==> src/rtl/dmem_access_ctrl_if.sv <==
// Data-memory bus between the Memory-stage access controller (master) and the memory (slave).
// Handshake: the master raises mem_req with mem_we/mem_addr/mem_wdata/mem_be stable and holds
// them until the slave returns a one-cycle mem_ack; mem_rdata is only meaningful with mem_ack.
interface dmem_access_ctrl_if;
    logic        mem_req;
    logic        mem_we;
    logic [31:0] mem_addr;
    logic [31:0] mem_wdata;
    logic [3:0]  mem_be;
    logic        mem_ack;
    logic [31:0] mem_rdata;

    modport master (
        output mem_req, mem_we, mem_addr, mem_wdata, mem_be,
        input  mem_ack, mem_rdata
    );

    modport slave (
        input  mem_req, mem_we, mem_addr, mem_wdata, mem_be,
        output mem_ack, mem_rdata
    );
endinterface

==> src/rtl/dmem_access_ctrl.sv <==
// Memory-stage load/store controller: registered req/ack bus cycle, pipeline stall, load align/extend.
// Optional bus watchdog enabled with `define MEM_TIMEOUT_EN (limit set by TIMEOUT_CYCLES).
module dmem_access_ctrl #(
    parameter int unsigned TIMEOUT_CYCLES = 255
) (
    input  logic        clk,
    input  logic        reset_n,
    input  logic        MemReadM,
    input  logic        MemWriteM,
    input  logic [2:0]  Funct3M,
    input  logic [31:0] ALUResultM,
    input  logic [31:0] WriteDataM,
    output logic [31:0] ReadDataM,
    output logic        StallM,
    output logic        BubbleW,
    output logic        MisalignM,
    output logic        BusErrM,
    output logic [1:0]  state_o,
    dmem_access_ctrl_if.master bus
);

    typedef enum logic [1:0] {
        IDLE = 2'd0,
        WAIT = 2'd1,
        DONE = 2'd2
    } state_t;

    if (TIMEOUT_CYCLES == 0) begin : g_bad_cfg
        $error("TIMEOUT_CYCLES must be at least 1");
    end

    state_t      state_q, state_d;
    logic [31:0] addr_q, addr_d;
    logic [1:0]  off_q, off_d;
    logic        we_q, we_d;
    logic [3:0]  be_q, be_d;
    logic [31:0] wdata_q, wdata_d;
    logic [2:0]  f3_q, f3_d;
    logic        req_q, req_d;
    logic [31:0] rdata_q, rdata_d;
    logic        stall, misalign;

    logic        access, is_byte, is_half, is_word, misaligned;
    logic [3:0]  be_n;
    logic [31:0] wdata_n;

    assign access     = MemReadM | MemWriteM;
    assign is_byte    = (Funct3M[1:0] == 2'b00);
    assign is_half    = (Funct3M[1:0] == 2'b01);
    assign is_word    = Funct3M[1];
    assign misaligned = (is_half & ALUResultM[0]) | (is_word & (|ALUResultM[1:0]));

    // Store data is replicated into every lane so the byte enables alone pick the target bytes.
    always_comb begin
        be_n    = 4'b1111;
        wdata_n = WriteDataM;
        if (is_byte) begin
            be_n    = 4'b0001 << ALUResultM[1:0];
            wdata_n = {4{WriteDataM[7:0]}};
        end else if (is_half) begin
            be_n    = 4'b0011 << ALUResultM[1:0];
            wdata_n = {2{WriteDataM[15:0]}};
        end
    end

    function automatic logic [31:0] align_load(input logic [31:0] w, input logic [1:0] off,
                                               input logic [2:0] f3);
        logic [31:0] sh;
        sh = w >> {off, 3'b000};
        case (f3[1:0])
            2'b00:   return {{24{~f3[2] & sh[7]}}, sh[7:0]};
            2'b01:   return {{16{~f3[2] & sh[15]}}, sh[15:0]};
            default: return w;
        endcase
    endfunction

`ifdef MEM_TIMEOUT_EN
    localparam int CntW = $clog2(TIMEOUT_CYCLES + 1);
    logic [CntW-1:0] cnt_q, cnt_d;
    logic            timeout;
    logic            bus_err_q, bus_err_d;

    // Counter is held at zero outside WAIT, so it restarts on every entry.
    assign cnt_d   = (state_q == WAIT) ? cnt_q + CntW'(1) : '0;
    assign timeout = (cnt_q == CntW'(TIMEOUT_CYCLES - 1));
    assign BusErrM = bus_err_q;
`else
    assign BusErrM = 1'b0;
`endif

    always_comb begin
        state_d  = state_q;
        addr_d   = addr_q;
        off_d    = off_q;
        we_d     = we_q;
        be_d     = be_q;
        wdata_d  = wdata_q;
        f3_d     = f3_q;
        req_d    = req_q;
        rdata_d  = rdata_q;
        stall    = 1'b0;
        misalign = 1'b0;
`ifdef MEM_TIMEOUT_EN
        bus_err_d = 1'b0;
`endif
        case (state_q)
            IDLE: begin
                if (access) begin
                    if (misaligned) begin
                        misalign = 1'b1;
                    end else begin
                        stall   = 1'b1;
                        addr_d  = {ALUResultM[31:2], 2'b00};
                        off_d   = ALUResultM[1:0];
                        we_d    = MemWriteM;
                        be_d    = be_n;
                        wdata_d = wdata_n;
                        f3_d    = Funct3M;
                        req_d   = 1'b1;
                        state_d = WAIT;
                    end
                end
            end
            WAIT: begin
                stall = 1'b1;
                if (bus.mem_ack) begin
                    rdata_d = align_load(bus.mem_rdata, off_q, f3_q);
                    req_d   = 1'b0;
                    state_d = DONE;
                end
`ifdef MEM_TIMEOUT_EN
                else if (timeout) begin
                    rdata_d   = '0;
                    req_d     = 1'b0;
                    bus_err_d = 1'b1;
                    state_d   = DONE;
                end
`endif
            end
            DONE: state_d = IDLE;
            default: state_d = IDLE;
        endcase
    end

    always_ff @(posedge clk) begin
        if (!reset_n) begin
            state_q <= IDLE;
            addr_q  <= '0;
            off_q   <= '0;
            we_q    <= 1'b0;
            be_q    <= '0;
            wdata_q <= '0;
            f3_q    <= '0;
            req_q   <= 1'b0;
            rdata_q <= '0;
        end else begin
            state_q <= state_d;
            addr_q  <= addr_d;
            off_q   <= off_d;
            we_q    <= we_d;
            be_q    <= be_d;
            wdata_q <= wdata_d;
            f3_q    <= f3_d;
            req_q   <= req_d;
            rdata_q <= rdata_d;
        end
    end

`ifdef MEM_TIMEOUT_EN
    always_ff @(posedge clk) begin
        if (!reset_n) begin
            cnt_q     <= '0;
            bus_err_q <= 1'b0;
        end else begin
            cnt_q     <= cnt_d;
            bus_err_q <= bus_err_d;
        end
    end
`endif

    // Combinational pipeline controls are forced low while reset is held.
    assign StallM        = stall & reset_n;
    assign BubbleW       = stall & reset_n;
    assign MisalignM     = misalign & reset_n;
    assign ReadDataM     = rdata_q;
    assign state_o       = state_q;
    assign bus.mem_req   = req_q;
    assign bus.mem_we    = we_q;
    assign bus.mem_addr  = addr_q;
    assign bus.mem_wdata = wdata_q;
    assign bus.mem_be    = be_q;

endmodule
==> src/flat_wrapper.sv <==
// flat-port wrapper written by rule: the top's interface ports become plain ports
module dmem_access_ctrl_flat 
#(
    parameter int unsigned TIMEOUT_CYCLES = 255
)
  (clk, reset_n, MemReadM, MemWriteM, Funct3M, ALUResultM, WriteDataM, ReadDataM, StallM, BubbleW, MisalignM, BusErrM, state_o, bus_mem_req, bus_mem_we, bus_mem_addr, bus_mem_wdata, bus_mem_be, bus_mem_ack, bus_mem_rdata);
  dmem_access_ctrl_if bus_i ();
  input  logic clk;
  input  logic reset_n;
  input  logic MemReadM;
  input  logic MemWriteM;
  input  logic [2:0] Funct3M;
  input  logic [31:0] ALUResultM;
  input  logic [31:0] WriteDataM;
  output logic [31:0] ReadDataM;
  output logic StallM;
  output logic BubbleW;
  output logic MisalignM;
  output logic BusErrM;
  output logic [1:0] state_o;
  output wire logic [$bits(bus_i.mem_req)-1:0] bus_mem_req;
  output wire logic [$bits(bus_i.mem_we)-1:0] bus_mem_we;
  output wire logic [$bits(bus_i.mem_addr)-1:0] bus_mem_addr;
  output wire logic [$bits(bus_i.mem_wdata)-1:0] bus_mem_wdata;
  output wire logic [$bits(bus_i.mem_be)-1:0] bus_mem_be;
  input wire logic [$bits(bus_i.mem_ack)-1:0] bus_mem_ack;
  input wire logic [$bits(bus_i.mem_rdata)-1:0] bus_mem_rdata;
  assign bus_mem_req = bus_i.mem_req;
  assign bus_mem_we = bus_i.mem_we;
  assign bus_mem_addr = bus_i.mem_addr;
  assign bus_mem_wdata = bus_i.mem_wdata;
  assign bus_mem_be = bus_i.mem_be;
  assign bus_i.mem_ack = bus_mem_ack;
  assign bus_i.mem_rdata = bus_mem_rdata;
  dmem_access_ctrl #(.TIMEOUT_CYCLES(TIMEOUT_CYCLES)) u_core (.clk(clk), .reset_n(reset_n), .MemReadM(MemReadM), .MemWriteM(MemWriteM), .Funct3M(Funct3M), .ALUResultM(ALUResultM), .WriteDataM(WriteDataM), .ReadDataM(ReadDataM), .StallM(StallM), .BubbleW(BubbleW), .MisalignM(MisalignM), .BusErrM(BusErrM), .state_o(state_o), .bus(bus_i));
endmodule
==> config.mk <==
export PLATFORM = sky130hd
export DESIGN_NAME = dmem_access_ctrl_flat
export DESIGN_NICKNAME = d
export VERILOG_FILES = /design/src/rtl/dmem_access_ctrl_if.sv /design/src/rtl/dmem_access_ctrl.sv /design/src/flat_wrapper.sv
export SDC_FILE = /design/constraint.sdc
export NUM_CORES = 1
export LEC_CHECK = 0
export CORE_ASPECT_RATIO = 0.6
export CORE_MARGIN = 4
export CORE_UTILIZATION = 39
export CTS_CLUSTER_DIAMETER = 200
export CTS_CLUSTER_SIZE = 24
export DETAILED_ROUTE_END_ITERATION = 16
export HOLD_SLACK_MARGIN = 0.06
export PLACE_DENSITY = 0.78
export SLEW_MARGIN = 40
export SYNTH_ARGS = -nofsm -noshare
export SYNTH_HDL_FRONTEND = slang
export SYNTH_SLANG_ARGS = --single-unit
==> constraint.sdc <==
create_clock -name clk -period 2.55 [get_ports clk]
set_clock_uncertainty 0.2 [all_clocks]
set_input_delay 0.6375 -clock clk [delete_from_list [all_inputs] [get_ports clk]]
set_output_delay 0.6375 -clock clk [all_outputs]
set_load 0.02 [all_outputs]
==> results of run 1 <==
where the power goes:
| group | switching [uW] | internal (uW) |
|---|---|---|
| Clock | 613 | 689 |
| Sequential | 83.6 | 1810 |
| Combinational | 637 | 567 |
| Total | 1330 | 3060 |
sequential cells by signal, summed over array words and instances, names as in the netlist:
register              flops
u_core.bus.mem_req        1
u_core.ReadDataM         32
u_core.bus.mem_wdata     32
u_core.state_o            2
u_core.bus.mem_be         4
u_core.bus.mem_we         1
u_core.f3_q               3
u_core.bus.mem_addr      30
u_core.off_q              2
routing by layer:
layer / vias to the layer above / part of all wire (%) / track usage (%) / routed length, um
met5: - / 0 / 0 / 0
met4: 0 / 0.97 / 4.11 / 162
met3: 15 / 11 / 8.71 / 1850
met2: 226 / 41 / 32.1 / 6820
met1: 2435 / 47 / 31.2 / 7900
li1: 2542 / - / - / -
cell type report:
| class | count | share of cell area, % |
|---|---|---|
| Clock buffer | 12 | 3.28 |
| Inverter | 5 | 0.250 |
| Clock inverter | 4 | 0.350 |
| Timing Repair Buffer | 235 | 30.6 |
| Multi-Input combinational cell | 445 | 34.3 |
| Tap cell | 165 | 2.75 |
| Sequential cell | 107 | 28.5 |
cells in the final DEF (no fill, tap or decap), types with 8 or more instances in the layout:
cell type	Yosys	final
mux2i_1	34	34
nand2_1	78	78
nor2_1	25	24
a21oi_1	47	47
o211a_1	17	16
buf_4	4	24
o31ai_1	8	8
dfxtp_1	107	107
clkbuf_16	0	9
nand3_1	124	124
o21ai_0	50	50
and2_1	8	8
clkdlybuf4s50_1	0	198
o22ai_1	8	8
through the flow:
step	TNS (ns)	cells	cell area (um^2)
2_1_floorplan	-0.100	621	5020
3_3_place_gp	-37.90	955	7210
3_5_place_dp	-39.53	955	7210
4_1_cts	0	971	7500
5_1_grt	0	973	7510
6_report	0	973	7510
worst min-delay path by stage:
| stage | start | to |
|---|---|---|
| after global placement | u_core.bus.mem_addr[25] | u_core.bus.mem_addr[25] |
| after detailed placement | u_core.bus.mem_addr[22] | u_core.bus.mem_addr[22] |
| after global routing | u_core.bus.mem_addr[22] | u_core.bus.mem_addr[22] |
| after floorplan | u_core.f3_q[2] | u_core.f3_q[2] |
| after CTS | u_core.bus.mem_addr[22] | u_core.bus.mem_addr[22] |
| final | u_core.bus.mem_addr[22] | u_core.bus.mem_addr[22] |
repair_timing:
action / 4_1_cts / 5_1_grt
buffers inserted: 0 / 2
pin swaps: 4 / 3
gates resized for setup: 41 / 4
setup endpoints to repair: 76 / 2
worst max-delay path, cell delays in order:
cell and delay [ns]:
buf_6 0.10, buf_6 0.11, and3b_4 0.19, nor4b_4 0.31, o211a_4 0.21, buf_6 0.11
logic make-up after synthesis:
kind of cell	share of synthesized area [%]
AOI/OAI and AO/OA	18.9
and+or+nand+nor	23.8
adders and majority gates	1.01
DFF	43.0
muxes	7.06
other	0.0753
buffers and inverters	6.21
==> impl.org, run 1 <==
** Yosys
- Most frequent cells after synthesis :: nand3_1 (124), dfxtp_1 (107), nand2_1 (78), o21ai_0 (50), a21oi_1 (47)
- Flip-flop and latch count after synthesis :: 107
- Count of yosys warnings during synthesis :: 0
- Distinct cell type count of the synthesized netlist :: 36
- Number of flops mapped to enable cells by yosys :: 0
- The mapped netlist covers 4980 um^2.
- Area contributors post-synth :: dfxtp_1 (43%), nand3_1 (12%), mux2i_1 (6.8%)
- By instance count, the leading cell after synthesis is nand3_1.
- Post-synth top area share :: 43.0%
- Sequential share of the synthesized area :: 43.0%
- Synthesis handed over a netlist of 619 instances.
- Top cell type by total area after synthesis :: dfxtp_1
- Share of flip-flops with an asynchronous set or reset after synthesis :: 0%
- Among all flip-flop cells after synthesis, the most frequent one is dfxtp_1.
- Post-synthesis area per instance :: 8.04 um^2

** Cells and area
- From synthesis to final layout, the design area changed by 50.8%.
- Summing all multi-input logic gate instances after layout gives 2570 um^2.
- Post-layout util :: 61.3%
- Final Net Count :: 911
- The filler cells instantiated in the layout total 1102.
- Cells with a size suffix above 1 make up 7.30% of the layout.
- Number of antenna cells inserted :: 0
- In the final layout, flip-flops and latches occupy 2140 um^2.

** Power
- Power comes to 4400 uW.
- The analysis attributes to cell leakage a power of 0.00320 uW.
- Power Density :: 585 nW/um^2
- IR analysis of the VDD net gives a maximum drop of 0.325 mV.

** Floorplan
- Die height :: 95.5 um
- For this design the top-level I/O count stands at 212.
- Number of core rows :: 31
- For this configuration, the core starts out at a cell density of 40.6%.
- X dimension of the die :: 154 um
- The die covers 14700 um^2.
- The region available for standard cell placement spans 12300 um^2.

** STA
- Static timing analysis puts the maximum clock frequency at 398 MHz.
- At the pin with the least slew margin, the transition time is 0.643 ns.
- The count of final max-slew check failures came to 0.
- Post-route fraction of the period consumed by the critical path :: 98.5%
- Final setup viols :: 0
- The worst pin sits at a relative slew slack of 57.1%.
- Counting I/O delays and the setup requirement, the final critical path takes 2.51 ns.
- Setup repair after global routing left no endpoint under its margin.
- Final Hold Fails :: 0
- Final worst slack :: 0.0373 ns
- Final hold analysis gives a worst-case slack of 0.248 ns.

** GRT
- Global-route wire length before repair :: 26.2 mm
- Largest net degree at the start of global routing :: 162
- Global route total overflow :: 0
- Vias in the first global route :: 4877
- Total routing usage reported by global routing :: 22.1%
- The number of antenna violations at the first check in global routing is 0.

** Hold path
- The worst hold path passes through 2 cells.
- The path class of the tightest hold or removal check is register to register.

** Critical path
- STA puts the critical path data arrival time at 1.68 ns.
- The worst register-to-register path has a depth of 6.
- Kind of capture point of the worst setup path :: primary output
- Start point of the critical path :: ALUResultM[0]
- In this run the critical register-to-register path is captured at u_core.bus.mem_wdata[9].
- In this run the worst path has a maximum fanout of 3.
- Slack of the worst reg-to-reg path :: 0.45 ns
- The startpoint identified for the worst register-to-register timing path is u_core.state_o[1].
- STA puts the critical path data required time at 1.71 ns.
- The critical path ends at BubbleW.
- The worst setup path is launched from an input pin.
- Crit Path Category :: input pin to primary output

** Drt
- In the final routed layout, each cell accounts on average for 17.2 um.
- Via count of the routed design :: 5218
- The final layout contains routed wiring with a total length of 16.7 mm.
- The detail route stage leaves a number of antenna-violating nets equal to 0.
- DRC Markers :: 0
- In this run, the number of DRC markers left after iteration 0 of detailed routing was 383.
- The pre-antenna-repair detailed-routing pass consisted of 5 iterations.
- Via density per instance :: 5.36

** Placed design
- Setup Slack @ Placement :: -0.959 ns
- Port buffer count :: 208
- At the end of routability-driven placement, the weighted congestion stood at 0.905.
- HPWL after detailed placement :: 12.2 mm

** Clock network
- Buffers inserted to repair hold after CTS numbered 0.
- Reg clk slew, reported paths :: 0.07 ns
- In this run the deepest clock path goes through 2 buffers.
- Counting the buffers created by CTS gives 9.
- TritonCTS built the clock tree.
- Root cell of the clock tree :: clkbuf_16
- Insertion delay to the later sink of the worst-skew pair :: 0.34 ns
- Count of H-tree levels built during CTS :: 3
- Num Clock Sinks :: 107

** Flow run
- Across the run, the number of max-cap violations was 0.

** Run status
- The run finished with clean final reports.
Note: power is estimated with default switching activity, not from simulation.
==> run 2, diff against run 1 <==
- CORE_UTILIZATION: 39 -> 43
- PLACE_DENSITY: 0.78 -> 0.81
- clock period: 2.55 -> 2.7 ns (I/O delays scaled with it)
==> run 2 against run 1 <==
Compared with the run above: the run now ends with setup timing left; final cell count down 1.0%; count of clock-buffer cells in the layout decreased by 3; utilization is 5.2 points higher; combinational power shrank 6%; clock power is essentially flat; critical path type unchanged.
==> impl.org, run 2 (synthesized netlist as in run 1, its figures left out) <==
** Critical path
- Endpoint arrival time on the critical path :: 1.83 ns (+0.15 ns)
- Worst Path Max Fanout :: 3 (unchanged)
- Critical path launch point type :: input pin
- Kind of capture point of the worst setup path :: primary output
- Crit Path Category :: input pin to primary output
- The data required time at the worst endpoint was 1.82 ns (+0.11 ns).

** GRT
- Global-route wire length before repair :: 26.1 mm (-0.53%)
- Largest net degree at the start of global routing :: 164 (+1.2%)
- Global route total overflow :: 0 (unchanged)
- The via count of the first global-routing pass is 4884 (+0.14%).
- Total routing usage reported by global routing :: 23.7% (+1.6 points)
- Number of antenna violations at the first check in global routing :: 0 (unchanged)

** Hold path
- Class of the tightest hold or removal check :: register to register

** Drt
- Met2 routed WL :: 7.26 mm (+6.3%)
- The detailed-route wire length on metal 1 is 7.79 mm (-1.3%).
- The detailed-route wire length per cell was 17.3 um (+0.65%).
- The initial DRC count was 327 (-15%).
- The wire length on met3 is 1.48 mm (-20%).
- The number of vias in the routed layout is 5212 (-0.11%).
- The average vias per placed instance came to 5.41 (+0.92%).
- The final wirelength is 16.7 mm (-0.39%).
- DRT Pass-1 Iters :: 4 (-1)
- After detailed routing, no signal wire sits above met4.
- Post-route ant nets :: 0 (unchanged)
- DRC Markers :: 0 (unchanged)

** Floorplan
- The die area is 13400 um^2 (-8.7%).
- The number of standard-cell rows in the floorplan is 30 (-3.2%).
- Starting utilization of the core area :: 44.1% (+3.4 points)
- Core region area :: 11300 um^2 (-7.8%)
- Die height :: 91.3 um (-4.4%)
- The number of top-level pins came to 212 (unchanged).
- X dimension of the die :: 147 um (-4.5%)

** Clock network
- The number of hold-repair buffers added at the cts stage came to 0 (unchanged).
- The number of sinks on the clock net is 107 (unchanged).
- Insertion delay to the later sink of the worst-skew pair :: 0.33 ns (about the same)
- The number of clock buffers inserted by TritonCTS is 9 (unchanged).
- Root cell of the clock tree :: clkbuf_16
- Maximum number of buffers from clock root to sink :: 2 (unchanged)
- Count of H-tree levels built during CTS :: 3 (unchanged)
- The clock-pin slew on the worst setup and hold paths came to 0.07 ns (about the same).
- Clock tree from TritonCTS :: yes

** Cells and area
- The antenna cell count was 0 (unchanged).
- Final Net Count :: 907 (-0.44%)
- Area added between synthesis and finish :: 50.8% (unchanged)
- Post-layout util :: 66.5% (+5.2 points)
- The share of layout cells above drive strength 1 came to 6.60% (-0.70 points).
- Highest-count cells in the layout ignoring fill and taps :: clkdlybuf4s50_1 (198), nand3_1 (124), dfxtp_1 (107)
- Most common cell after layout, fill and taps aside :: clkdlybuf4s50_1

** Placed design
- Routability congestion estimate :: 0.940 (+3.8%)
- The half-perimeter wire length of the detailed placement result came to 12.0 mm (-1.8%).
- Port buffer count :: 208 (unchanged)
- The worst setup timing slack at the placement stage came to -0.835 ns (+0.124 ns).

** Flow run
- The number of maximum-capacitance constraint violations is 0 (unchanged).

** Run status
- The checks that failed: setup timing.
- The run finished, with violations left.

** STA
- For this run, the top clock speed supported by timing is 370 MHz.
- The setup-violating endpoint count in the final report was 1 (+1).
- The final critical path takes up 100% of the cycle.
- Final Hold Fails :: 0 (unchanged)
- The worst relative slew slack came to 52.8% (-4.3 points).
- The worst path setup slack after routing was -0.00188 ns (-0.0391 ns).
- The slew at the pin closest to its max-slew limit was 0.707 ns (+0.0646 ns).
- The count of final max-slew check failures is 0 (unchanged).
- The smallest clock period supported by the final layout is computed as 2.70 ns.

** Power
- Post-layout total power :: 4240 uW (-3.7%)
- The total power density per cell area was 564 nW/um^2 (-3.7%).
- Peak supply drop :: 0.357 mV (+9.7%)
- The leakage power summed over all cells is 0.00320 uW (about the same).
-- run 2: cell types whose count changed in the layout (fill, tap and decap cells not counted), sizes merged, moves of 2 or more --
cell,previous run,this run
buf,35,28
clkbuf,12,9
clkinv,3,1
inv,5,7
-- run 2: worst max-delay path, cell delays in order --
cell and delay (ns):
dlygate4sd2_1 0.25, and3b_4 0.31, buf_4 0.12, nor2_1 0.03
nor3_1 0.22, buf_2 0.21
-- run 2: routing by layer --
layer  GRT usage (%)  vias up
li1                -     2541
met1            34.0     2471
met2            35.2      186
met3            8.18       14
met4            3.72        0
met5               0        -
-- run 2: final timing paths --
path	from	slack [ns]	endpoint	cells after the start
max	Funct3M[1]	-0.002	MisalignM	6
min	u_core.bus.mem_addr[30]	0.25	u_core.bus.mem_addr[30]	2
max reg2reg	u_core.state_o[1]	0.52	u_core.bus.mem_wdata[10]	6
min reg2reg	u_core.bus.mem_addr[30]	0.25	u_core.bus.mem_addr[30]	2
-- run 2: where the power goes --
part / internal (uW) / switching [uW] / leakage (uW) / total [uW]
Combinational: 529 / 605 / 0.00218 / 1130
Sequential: 1710 / 78.5 / 0.000877 / 1780
Clock: 726 / 591 / 0.000140 / 1320
-- run 2: what timing repair did --
item / 4_1_cts / 5_1_grt
resized for setup: 34 / 1
setup buffers: 1 / 1
setup endpoints to repair: 75 / 2
hold endpoints to repair: 0 / 0
pin swaps: 3 / 3
-- run 2: layout make-up --
type                            count  area (um^2)
Clock inverter                      6         73.8
Tap cell                          160          200
Fill cell                         921         3790
Timing Repair Buffer              231         2280
Sequential cell                   107         2140
Inverter                            5         18.8
Clock buffer                        9          225
Multi-Input combinational cell    445         2570
-- run 2: stage by stage --
stage	cell area [um^2]	setup TNS (ns)	hold slack, ns	cells
floorplan	5020	-0.0162	0.243	621
global placement	7170	-27.21	0.236	946
detailed placement	7170	-31.72	0.240	946
CTS	7500	0	0.251	962
global route	7510	-0.0186	0.273	963
finish	7510	-0.00188	0.248	963
==> run 3, diff against run 2 <==
- CORE_UTILIZATION: 43 -> 39
- PLACE_DENSITY: 0.81 -> 0.78
- clock period: 2.7 -> 2.4 ns (I/O delays scaled with it)
==> run 3 against run 2 <==
Compared with the run above: register-to-register slack got worse by 0.14 ns; largest cell class unchanged; the run still ends with setup timing left; via count grew 0.75%; sequential power grew 13%; total power grew 11%.
==> impl.org, run 3 (synthesized netlist as in run 1, its figures left out) <==
** Run status
- The run finished, with violations left.
- Violations in the final reports :: setup timing

** Placed design
- Placed Area :: 7200 um^2 (+0.37%)
- Setup Slack @ Placement :: -1.02 ns (-0.184 ns)
- The final estimated routing congestion in global placement is 0.924 (-1.7%).
- The half-perimeter wire length of the detailed placement result is 12.3 mm (+2.9%).
- Port buffer count :: 208 (unchanged)

** Critical path
- The count of cells along the worst register-to-register path came to 5 (-1).
- R2R Path Start :: u_core.state_o[1]
- Slack of the worst reg-to-reg path :: 0.38 ns (-0.14 ns)
- The maximum fanout along the worst path came to 2 (-1).
- Endpoint arrival time on the critical path :: 1.64 ns (-0.19 ns)
- The endpoint identified for the worst register-to-register timing path is u_core.bus.mem_wdata[9].
- The critical path in this run is classified as input pin to primary output.
- Data required time of the worst path :: 1.60 ns (-0.22 ns)
- STA classifies the critical path startpoint as an input pin.
- The worst setup path is captured at a primary output.

** GRT
- Total routing usage reported by global routing :: 22.4% (-1.4 points)
- The layer flagged by global routing as most heavily used is met2.
- The maximum number of pins on one net before global-route repair came to 164 (unchanged).
- The met2 routing resource usage after global routing came to 32.9% (-2.3 points).
- The met1 demand-to-capacity share in global routing was 31.1% (-2.9 points).
- Global-route wire length before repair :: 26.4 mm (+1.1%)
- Global route total overflow :: 0 (unchanged)
- The number of antenna violations at the first check in global routing came to 0 (unchanged).
- The met3 routing resource usage after global routing was 8.93% (+0.75 points).
- Vias in the first global route :: 4866 (-0.37%)

** Drt
- The initial DRC count was 337 (+3.1%).
- The first-pass iteration count of the detailed router came to 5 (+1).
- The average vias per placed instance was 5.41 (about the same).
- Via count of the routed design :: 5251 (+0.75%)
- The detailed-route wire length per cell was 17.3 um (about the same).
- DRC Markers :: 0 (unchanged)
- The final wirelength is 16.8 mm (+0.79%).
- Post-route ant nets :: 0 (unchanged)

** STA
- Worst Max-Slew Pin Slew :: 0.709 ns (+0.00144 ns)
- Derived from the worst setup path, the maximum achievable clock frequency is 410 MHz.
- The smallest clock period supported by the final layout is computed as 2.44 ns.
- In the finished design, the share of the clock period the worst path needs comes to 102%.
- The setup-violating endpoint count in the final report is 2 (+1).
- Final worst slack :: -0.0387 ns (-0.0368 ns)
- Number of max-slew violations in the final report :: 0 (unchanged)
- Final Hold Fails :: 0 (unchanged)
- Setup repair after global routing could not meet its margin everywhere.
- The worst relative slew slack was 52.7% (-0.13 points).

** Hold path
- The path class of the tightest hold or removal check is register to register.
- The path with the worst hold slack has its endpoint at u_core.bus.mem_addr[6].
- Hold Startpoint :: u_core.bus.mem_addr[6]
- Depth of the worst hold-timing path :: 2 (unchanged)

** Cells and area
- Number of antenna cells inserted :: 0 (unchanged)
- In the layout the commonest cells are clkdlybuf4s50_1 (198), nand3_1 (124), dfxtp_1 (107).
- Most common cell after layout, fill and taps aside :: clkdlybuf4s50_1
- The fill cell total of the finished layout came to 1055 (+15%).
- The final core utilization is 61.4% (-5.1 points).
- Ratio of cells with drive above 1 in the final layout :: 7.44% (+0.84 points)
- The post-layout instance area was 7520 um^2 (+0.17%).
- Final Net Count :: 909 (+0.22%)
- From synthesis to final layout, the design area changed by 51.1%.

** Clock network
- The maximum number of buffers from clock root to sink was 2 (unchanged).
- TritonCTS Buffers :: 9 (unchanged)
- The root buffer cell chosen for the clock tree is clkbuf_16.
- Clock tree from TritonCTS :: yes
- Reg clk slew, reported paths :: 0.08 ns (about the same)
- Num Clock Sinks :: 107 (unchanged)
- Count of H-tree levels built during CTS :: 3 (unchanged)
- The latest clock arrival within the worst-skew pair was 0.34 ns (about the same).

** Power
- The total power came to 4700 uW (+11%).
- The total power density per cell area came to 625 nW/um^2 (+11%).
- The leakage power summed over all cells was 0.00320 uW (about the same).
- The peak supply drop was 0.332 mV (-6.9%).

** Floorplan
- The number of standard-cell rows in the floorplan was 31 (+3.3%).
- Full die area :: 14700 um^2 (+9.5%)
- Starting utilization of the core area :: 40.6% (-3.4 points)
- Core region area :: 12300 um^2 (+8.5%)
- Die height :: 95.5 um (+4.6%)
- X dimension of the die :: 154 um (+4.7%)
- The number of top-level pins came to 212 (unchanged).

** Flow run
- Max Cap Violations :: 0 (unchanged)
[run 3: cell count changes in the layout (fill, tap and decap cells not counted)]
cell,before,now
inv_8,1,2
buf_2,2,3
bufinv_16,1,0
clkdlybuf4s15_1,1,0
clkinv_4,1,0
nor3_2,0,1
nor3_1,2,1
buf_4,20,22
dlygate4sd2_1,3,2
inv_6,1,2
buf_8,0,1
buf_6,4,5
dlymetal6s2s_1,1,0
clkinv_2,0,1
[run 3: critical path, cell delays in order]
cell and delay [ns]:
buf_8 0.10, buf_6 0.11, and3b_4 0.18, nor4b_4 0.31
o211a_4 0.22, buf_6 0.11
[run 3: how the worst max path moves through the flow]
stage	start	endpoint	cells after the start
CTS	ALUResultM[0]	BubbleW	6
detailed placement	ALUResultM[0]	MisalignM	7
global placement	ALUResultM[0]	MisalignM	7
floorplan	Funct3M[0]	StallM	6
finish	ALUResultM[0]	BubbleW	6
global route	ALUResultM[0]	BubbleW	6
[run 3: area by class of cell]
cell class	instances	area (um^2)	share of cell area [%]
multi-input combinational	445	2580	34.3
sequential	107	2140	28.5
tap	165	206	2.74
inverter	5	18.8	0.250
clock inverter	7	60.1	0.798
clock buffer	9	225	2.99
timing repair buffer	233	2290	30.5
[run 3: through the flow]
step | hold slack, ns | TNS [ns] | cells
after floorplan | 0.243 | -0.209 | 621
after global placement | 0.236 | -45.61 | 953
final | 0.247 | -0.0772 | 971
after detailed placement | 0.242 | -47.91 | 953
after CTS | 0.251 | -0.0148 | 971
after global routing | 0.274 | -0.166 | 971
[run 3: timing repair]
item / in CTS / in global routing
endpoints found under the hold margin: 0 / 0
resized for setup: 46 / 0
buffers inserted: 2 / 0
gates cloned: 0 / 0
pin swaps: 4 / 0
endpoints found under the setup margin: 76 / 2
hold buffers: 0 / 0
[run 3: metal layers]
metal,vias up,part of all wire [%]
met5,-,0
met4,0,0.52
met3,12,12
met2,260,42
met1,2434,45
li1,2545,-
[run 3: report_power, final]
part / switching (uW) / leakage (uW) / total, uW / internal [uW]
sequential: 88.7 / 0.000877 / 2010 / 1920
clock: 692 / 0.000136 / 1420 / 725
combinational: 678 / 0.00219 / 1280 / 599
total: 1460 / 0.00320 / 4700 / 3240
